$ cat src/rtl/fetch_pkg.sv
// rtl/fetch_pkg.sv - shared widths, constants and queue entry type for the fetch front end
package fetch_pkg;
   localparam int XLEN = 32;
   localparam logic [XLEN-1:0] PC_STEP = 32'd4;
   localparam logic [XLEN-1:0] RESET_PC_DEFAULT = 32'h0000_0000;

   typedef struct packed {
      logic [XLEN-1:0] pc;
      logic [XLEN-1:0] instr;
   } fetch_entry_t;
endpackage

$ cat src/rtl/fetch_queue.sv
// rtl/fetch_queue.sv - synchronous FIFO of fetch entries with flush and registered head
module fetch_queue
   import fetch_pkg::*;
#(
   parameter int DEPTH = 4
) (
   input  logic                     clk_i,
   input  logic                     rst_i,
   input  logic                     push_i,
   input  fetch_entry_t             push_data_i,
   input  logic                     pop_i,
   input  logic                     flush_i,
   output fetch_entry_t             head_o,
   output logic [$clog2(DEPTH):0]   count_o
);
   localparam int AW = $clog2(DEPTH);
   localparam int CW = AW + 1;
   localparam logic [CW-1:0] FULL = CW'(DEPTH);

   fetch_entry_t  mem_q [DEPTH];
   logic [AW-1:0] rd_q, wr_q;
   logic [CW-1:0] count_q, count_d;
   logic          do_push, do_pop;

   // A push into a full queue is legal when the head leaves in the same cycle.
   assign do_pop  = pop_i && (count_q != '0);
   assign do_push = push_i && ((count_q != FULL) || do_pop);

   always_comb begin
      count_d = count_q;
      if (do_push && !do_pop) begin
         count_d = count_q + CW'(1);
      end else if (do_pop && !do_push) begin
         count_d = count_q - CW'(1);
      end
   end

   always_ff @(posedge clk_i or negedge rst_i) begin
      if (!rst_i) begin
         rd_q    <= '0;
         wr_q    <= '0;
         count_q <= '0;
         for (int i = 0; i < DEPTH; i++) begin
            mem_q[i] <= '0;
         end
      end else if (flush_i) begin
         rd_q    <= '0;
         wr_q    <= '0;
         count_q <= '0;
      end else begin
         if (do_push) begin
            mem_q[wr_q] <= push_data_i;
            wr_q        <= wr_q + AW'(1);
         end
         if (do_pop) begin
            rd_q <= rd_q + AW'(1);
         end
         count_q <= count_d;
      end
   end

   assign head_o  = mem_q[rd_q];
   assign count_o = count_q;
endmodule

$ cat src/rtl/fetch_unit.sv
// rtl/fetch_unit.sv - instruction fetch front end with redirect/flush
// Optional decode-stall counter enabled by defining FETCH_STALL_CNT_EN.
module fetch_unit
   import fetch_pkg::*;
#(
   parameter int              DEPTH    = 4,
   parameter logic [XLEN-1:0] RESET_PC = RESET_PC_DEFAULT
) (
   input  logic            clk_i,
   input  logic            rst_i,
   input  logic            start_i,
   output logic            imem_req_valid_o,
   input  logic            imem_req_ready_i,
   output logic [XLEN-1:0] imem_req_addr_o,
   input  logic            imem_rsp_valid_i,
   input  logic [XLEN-1:0] imem_rsp_instr_i,
   output logic            instr_valid_o,
   input  logic            instr_ready_i,
   output logic [XLEN-1:0] instr_o,
   output logic [XLEN-1:0] pc_o,
   input  logic            redirect_i,
   input  logic [XLEN-1:0] redirect_pc_i
`ifdef FETCH_STALL_CNT_EN
   ,
   output logic [31:0]     stall_cnt_o
`endif
);
   localparam int CW = $clog2(DEPTH) + 1;
   localparam logic [CW:0] LIMIT = (CW+1)'(DEPTH);

   logic [XLEN-1:0] req_pc_q, req_pc_d, rsp_pc_q, rsp_pc_d, target_pc;
   logic [CW-1:0]   outst_q, outst_d, drop_q, drop_d, count;
   logic            credit_ok, req_fire, push, pop, unused_pc_bits;
   fetch_entry_t    push_entry, head;

   assign target_pc      = {redirect_pc_i[XLEN-1:2], 2'b00};
   assign unused_pc_bits = ^redirect_pc_i[1:0];

   // Credit counts in-flight plus buffered fetches; a same-cycle pop is ignored.
   assign credit_ok        = ({1'b0, outst_q} + {1'b0, count}) < LIMIT;
   assign imem_req_valid_o = rst_i && start_i && credit_ok;
   assign imem_req_addr_o  = req_pc_q;
   assign req_fire         = imem_req_valid_o && imem_req_ready_i;
   assign pop              = instr_valid_o && instr_ready_i && !redirect_i;

   always_comb begin
      req_pc_d   = req_pc_q;
      rsp_pc_d   = rsp_pc_q;
      drop_d     = drop_q;
      push       = 1'b0;
      push_entry = '{pc: rsp_pc_q, instr: imem_rsp_instr_i};
      outst_d    = outst_q + CW'(req_fire) - CW'(imem_rsp_valid_i);
      if (redirect_i) begin
         req_pc_d = target_pc;
         rsp_pc_d = target_pc;
         drop_d   = outst_d;
      end else begin
         if (req_fire) begin
            req_pc_d = req_pc_q + PC_STEP;
         end
         if (imem_rsp_valid_i) begin
            if (drop_q != '0) begin
               drop_d = drop_q - CW'(1);
            end else begin
               push     = 1'b1;
               rsp_pc_d = rsp_pc_q + PC_STEP;
            end
         end
      end
   end

   always_ff @(posedge clk_i or negedge rst_i) begin
      if (!rst_i) begin
         req_pc_q <= RESET_PC;
         rsp_pc_q <= RESET_PC;
         outst_q  <= '0;
         drop_q   <= '0;
      end else begin
         req_pc_q <= req_pc_d;
         rsp_pc_q <= rsp_pc_d;
         outst_q  <= outst_d;
         drop_q   <= drop_d;
      end
   end

   fetch_queue #(.DEPTH(DEPTH)) u_queue (
      .clk_i       (clk_i),
      .rst_i       (rst_i),
      .push_i      (push),
      .push_data_i (push_entry),
      .pop_i       (pop),
      .flush_i     (redirect_i),
      .head_o      (head),
      .count_o     (count)
   );

   assign instr_valid_o = (count != '0);
   assign instr_o       = head.instr;
   assign pc_o          = head.pc;

`ifdef FETCH_STALL_CNT_EN
   logic [31:0] stall_cnt_q;

   always_ff @(posedge clk_i or negedge rst_i) begin
      if (!rst_i) begin
         stall_cnt_q <= '0;
      end else if (instr_valid_o && !instr_ready_i && (stall_cnt_q != '1)) begin
         stall_cnt_q <= stall_cnt_q + 32'd1;
      end
   end

   assign stall_cnt_o = stall_cnt_q;
`endif
endmodule

$ cat config.mk
export PLATFORM = sky130hd
export DESIGN_NAME = fetch_unit
export DESIGN_NICKNAME = d
export VERILOG_FILES = /design/src/rtl/fetch_pkg.sv /design/src/rtl/fetch_queue.sv /design/src/rtl/fetch_unit.sv
export SDC_FILE = /design/constraint.sdc
export NUM_CORES = 1
export LEC_CHECK = 0
export CAP_MARGIN = 20
export CORE_ASPECT_RATIO = 0.6
export CORE_MARGIN = 4
export CORE_UTILIZATION = 25
export CTS_CLUSTER_SIZE = 40
export DETAILED_ROUTE_END_ITERATION = 16
export REMOVE_ABC_BUFFERS = 1
export SLEW_MARGIN = 10
export SYNTH_ARGS = -nofsm -noshare
export SYNTH_HDL_FRONTEND = slang
export SYNTH_SLANG_ARGS = --single-unit
$ cat constraint.sdc
create_clock -name clk_i -period 4.3 [get_ports clk_i]
set_clock_uncertainty 0.1 [all_clocks]
set_input_delay 0.43 -clock clk_i [delete_from_list [all_inputs] [get_ports clk_i]]
set_output_delay 0.43 -clock clk_i [all_outputs]
set_load 0.01 [all_outputs]
Word level (Yosys, flattened, before mapping)
Index checks and enable logic that the tools add are counted.
Operators by class
  bitwise operators: 3
  eq/ne operators: 2
  multiplexer cells: 24
  $add $sub $neg: 10
  reduce and logical (&&, ||, !) cells: 25
  $lt $le $gt $ge: 4
Operator list (count)
  256-bit bitwise mux: 1
  64-bit two-way mux: 3
  32-bit two-way mux: 5
  64-bit binary-select mux with 2-bit select: 1
  64-bit demux with 2-bit select: 1
  32-bit by 3-bit adder with 32-bit output (second input constant): 2
  3-bit two-way mux: 6
  1-bit logical AND: 10
  2-bit nonzero test: 5
  3-bit nonzero test: 3
  2-bit two-way mux: 4
  3-bit greater-or-equal comparator (second input constant): 2
  2-bit NOT with 3-bit output: 2
  2-bit AND reduction: 3
  3-bit by 1-bit subtractor with 3-bit output (second input constant): 2
  2-bit by 1-bit adder with 2-bit output (second input constant): 2
  3-bit by 3-bit adder with 4-bit output: 1
  4-bit by 3-bit < comparator with 1-bit output (second input constant): 1
  3-bit by 1-bit adder with 3-bit output: 1
  3-bit by 1-bit adder with 3-bit output (second input constant): 1
  1-bit logical NOT: 3
  3-bit by 1-bit < comparator with 1-bit output (second input constant): 1
  1-bit two-way mux: 3
  3-bit inequality test (second input constant): 1
  4 further kinds: 4
Storage, ports and cells
  flip-flop bits (word level): 333

Longest topological paths before layout
  depth in word-level cells: 11
  mapped depth: 12

Cells and area by module
From an unflattened synthesis, not the netlist that was laid out.
Unflattened totals
  cells, all modules: 1059
  area, all modules: 16578.4 µm²
By module, submodules not included
  fetch_queue: times used 1, cells each 663, sequential area each 6581.3 µm², area an instance 12525.8 µm²
  fetch_unit: times used 1, cells each 396, sequential area each 1651.6 µm², area an instance 4052.6 µm²

Least setup slack after synthesis
OpenSTA, ideal clock, no wires.
  path type: reg-to-reg
  start point: register u_queue.count_q[1] (netlist: u_queue.count_o[1])
  end point: register drop_q[2]
  data arrival time: 2.810 ns
  path slack: 1.253 ns
  cell stages (with the launch flop): 13
  library setup time: 0.137 ns
  data required time: 4.063 ns
  path through: dfrtp_1 > ha_1 > a311oi_1 > nand2_1 > clkbuf_1 > ha_1 > inv_1 > ha_1 > fa_1 > xor2_1 > xnor2_1 > nand2_1 > o21ai_0
On the way
  word-level cells in the longest chain between the ends: 7
Ends and longest elaborated chain
  start: declaration: RTL line fetch_queue.sv:22  | logic [CW-1:0] count_q, count_d;
  start signal: assignment: RTL line fetch_queue.sv:58  | count_q <= count_d;
  3-bit by 3-bit adder with 4-bit output: RTL line fetch_unit.sv:40  | assign credit_ok = ({1'b0, outst_q} + {1'b0, count}) < LIMIT;
  4-bit by 3-bit < comparator with 1-bit output: RTL line fetch_unit.sv:40
  1-bit logical AND: RTL line fetch_unit.sv:41  | assign imem_req_valid_o = rst_i && start_i && credit_ok;
  1-bit logical AND: RTL line fetch_unit.sv:43  | assign req_fire = imem_req_valid_o && imem_req_ready_i;
  3-bit by 1-bit adder with 3-bit output: RTL line fetch_unit.sv:52  | outst_d = outst_q + CW'(req_fire) - CW'(imem_rsp_valid_i);
  3-bit by 1-bit subtractor with 3-bit output: RTL line fetch_unit.sv:52
  named net outst_d[2]: RTL line fetch_unit.sv:32  | logic [CW-1:0] outst_q, outst_d, drop_q, drop_d, count;
  3-bit two-way mux: RTL line fetch_unit.sv:53  | if (redirect_i) begin
  end signal: assignment: RTL line fetch_unit.sv:82  | drop_q <= drop_d;
  end: declaration: RTL line fetch_unit.sv:32
The timed path passes the listed nets, and every way through them passes these cells.
A chain may end at the register's enable or synchronous reset.

Final worst setup path
  start point: register u_queue.rd_q[1]
  end point: output port instr_o[15]
On the way
  word-level cells in the longest chain between the ends: 4
Ends and longest elaborated chain
  start: declaration: RTL line fetch_queue.sv:21  | logic [AW-1:0] rd_q, wr_q;
  start signal: assignment: RTL line fetch_queue.sv:56  | rd_q <= rd_q + AW'(1);
  2-bit NOT with 3-bit output (implied by the code): RTL line fetch_queue.sv:62  | assign head_o = mem_q[rd_q];
  64-bit binary-select mux with 2-bit select: RTL line fetch_queue.sv:62
  64-bit two-way mux (implied by the code) (2 in a row): RTL line fetch_queue.sv:62
  end: declaration: RTL line fetch_unit.sv:19  | output logic [XLEN-1:0] instr_o,
No other way between the ends. The select of a mux whose other input is x is not followed.

==> results.ini <==
[run]
maxCapViolCount = 0

[synthesis]
syn-cell-area_um2 = 15200
synth-edff-count = 0
postSynthRegisterBits = 321
yosysWarnings = 0
async_reset_ff_share_pct = 100
synth_ff_type = dfrtp_1
syn_inst = 1113
yosys.cell_types.count = 50
avgSynthCellArea_um2 = 13.6
ys_seq_area_share_pct = 52.9

[power]
seq_power_share_pct = 38.3
vdd_drop_max_v = 0.000244
clockPowerShare_pct = 28.7
switching_power_w = 0.00336
netSwitchingFraction_pct = 30.4
p_per_area_nw_per_um2 = 582
p_total_w = 0.0111
p_leak_nw = 7.92
pwr-share-comb_pct = 33.0
p_int_w = 0.00771

[timing]
fmax_ghz = 0.300
period_share_pct = 77.5
fin_crit_ns = 3.33
timing.final.ws_setup_ns = 0.969
slew_headroom_pct = 37.0
slew_viol_final = 0
setup_tns_ns = 0
rsz0062_at_grt = false
finalSetupViolCount = 0
tightest_slew_ns = 0.941
hold_viol = 0

[detailed_routing]
drt_iter0_markers = 655
wl_um = 41600
vias_per_cell = 4.80
vias = 10126
routedWlPerCell_um = 19.7
drc = 0
ant_nets = 0
firstDrtPassIters = 5

[clock_network]
postCtsSetupBuffers = 0
clk_pin_slew_worst_paths_ns = 0.06
post_cts_resized = 0
cts_buffers = 36
htree_levels = 2
cts_hold_buf = 1
numClockSinks = 321
cts-root-buf = clkbuf_16
clk_latency_ns = 0.56
tritoncts = done
clockBufferDepth = 3

[floorplanning]
core-area_um2 = 59700
die_w_um = 326
die-area_um2 = 64900
start_util_pct = 25.5
io_pins = 169
die-height_um = 199
fp-row-count = 69

[run_status]
status = finished clean

[global_routing]
grt.overflow.total = 0
grt_max_degree = 80
grt_pass1_wl_um = 64300
grt_usage_pct = 12.7
grt_pass1_vias = 10432
antenna_found_initial = 0

[place]
place_inst = 2043
gp_congestion = 0.784
port-buffer-count = 162
dpl_worst_slack_ns = 1.00
hpwl_um = 28900

[worst_setup_path]
worst-path-buf-inv = 2
cp_data_required_time_ns = 3.77
cpPeakStageDelay_ns = 0.96
cp_max_fo = 44
critPathKind = reg -> out
reg2reg_from = u_queue.count_o[1]
crit_start = u_queue.rd_q[1]
crit_chain = buf_4 > mux4_2 > clkdlybuf4s50_1
cp-start-kind = register
crit_family = flip-flops
cp.arrival_ns = 2.80
endpoint_kind = output pin
cpMaxStageDelayCell = dfrtp_4

[cells_and_area]
antennaDiodeCount = 0
final_cells = 2111
syn2layout_area_growth_pct = 25.3
final_nets = 1352
fill_cells = 5833
layout-drive-gt1-share_pct = 33.0

[worst_hold_path]
hp-start = redirect_i
hold_path_class = in -> reg

## cell families after synthesis
family	synth area share (%)
buf+inv	2.79
mux	28.4
xor+xnor	1.04
simple gates	8.54
fa+ha+maj	1.25
flops	52.9
other cells	0.0247
compound gates	5.06
## synthesized netlist by cell type, types with 2 or more instances
cell type / n / share of area, %
nand3_1: 22 / 0.73
xor2_1: 5 / 0.29
or3_1: 15 / 0.62
or2_2: 4 / 0.16
o31ai_1: 8 / 0.40
inv_1: 15 / 0.37
buf_2: 24 / 0.79
a211oi_1: 4 / 0.20
nand3b_1: 2 / 0.099
a21oi_1: 10 / 0.33
nand4b_1: 3 / 0.17
nor3_1: 16 / 0.53
nor2b_1: 21 / 0.87
nand4_1: 18 / 0.74
xnor2_1: 13 / 0.75
fa_1: 2 / 0.26
o41a_1: 6 / 0.44
and3_1: 10 / 0.41
buf_4: 4 / 0.20
nor2_1: 55 / 1.4
mux4_2: 62 / 9.2
and2_1: 8 / 0.33
buf_6: 2 / 0.15
a311oi_1: 33 / 1.9
dfrtp_1: 321 / 53
a31oi_1: 21 / 0.87
nand2_1: 25 / 0.62
a21o_1: 2 / 0.099
mux2_2: 258 / 19
buf_1: 9 / 0.22
or4_1: 9 / 0.44
nor3b_1: 4 / 0.20
ha_1: 12 / 0.99
and4b_1: 2 / 0.13
and4_1: 8 / 0.46
clkbuf_1: 42 / 1.0
nor4_1: 12 / 0.49
o21ai_0: 14 / 0.46
## metrics by stage
| stage | hold WS (ns) | utilization [%] | cell area, um^2 |
|---|---|---|---|
| finish | 0.278 | 31.9 | 19000 |
| global route | 0.270 | 31.9 | 19000 |
| CTS | 0.251 | 31.9 | 19000 |
| detailed placement | 0.390 | 29.8 | 17800 |
| global placement | 0.384 | 29.8 | 17800 |
| floorplan | 0.0344 | - | 14800 |
## metal layers
| layer | GRT usage [%] | wire length [um] |
|---|---|---|
| met1 | 18.7 | 20300 |
| met2 | 19.1 | 18400 |
| met3 | 3.00 | 2330 |
| met4 | 2.31 | 606 |
| met5 | 0 | 0 |
## worst reg2reg max path: cells and delay by family (launching register included)
family | cells | cell delay [ns]
AO/OA/AOI/OAI | 2 | 0.33
XOR/XNOR | 2 | 0.38
adder cells (fa/ha/maj) | 4 | 1.20
buffers and inverters | 2 | 0.23
flip-flops | 1 | 0.47
AND/OR/NAND/NOR | 2 | 0.19
## worst paths after layout
kind / endpoint / slack, ns / cells after the start
setup reg to reg: drop_q[2] / 1.32 / 12
hold reg to reg: u_queue.mem_q[107] / 0.40 / 1
setup / recovery: instr_o[15] / 0.97 / 3
max in group asynchronous: u_queue.mem_q[27] / 2.19 / 4
hold / removal: u_queue.rd_q[0] / 0.28 / 2
min in group asynchronous: u_queue.mem_q[94] / 0.56 / 3
## placed cells by master, fill, tap and decap left out, types with 12 or more instances in the layout
cell             instances
inv_1                   15
ha_1                    12
buf_4                   24
clkdlybuf4s50_1        160
nor4_1                  12
o21ai_0                 14
nand3_1                 22
mux4_2                  62
xnor2_1                 13
a31oi_1                 21
nand2_1                 25
nor2b_1                 21
a311oi_1                33
mux2_2                 258
nand4_1                 18
dfrtp_1                319
nor2_1                  55
nor3_1                  15
or3_1                   15
clkbuf_16               36
## flip-flops by register name, indices dropped and copies added (netlist names)
signal and count:
imem_req_addr_o 30, u_queue.count_o 3, drop_q 3, u_queue.mem_q 248, outst_q 3, u_queue.rd_q 2
u_queue.wr_q 2, rsp_pc_q 30
## power groups by stage
stage               combinational [W]  clock, W  sequential [W]
floorplan                     0.00199         0         0.00418
global placement              0.00367         0         0.00424
detailed placement            0.00373         0         0.00429
CTS                           0.00375   0.00330         0.00424
global route                  0.00395   0.00344         0.00434
finish                        0.00365   0.00318         0.00424
## cell type report
| cell class | count | area (um^2) | share of cell area [%] |
|---|---|---|---|
| Clock inverter | 19 | 216 | 1.14 |
| Inverter | 16 | 60.1 | 0.316 |
| Sequential cell | 321 | 8040 | 42.2 |
| Clock buffer | 47 | 992 | 5.21 |
| Multi-Input combinational cell | 698 | 6750 | 35.5 |
| Timing Repair Buffer | 194 | 1950 | 10.2 |
| Tap cell | 816 | 1020 | 5.36 |
Note: power is estimated with default switching activity, not from simulation.
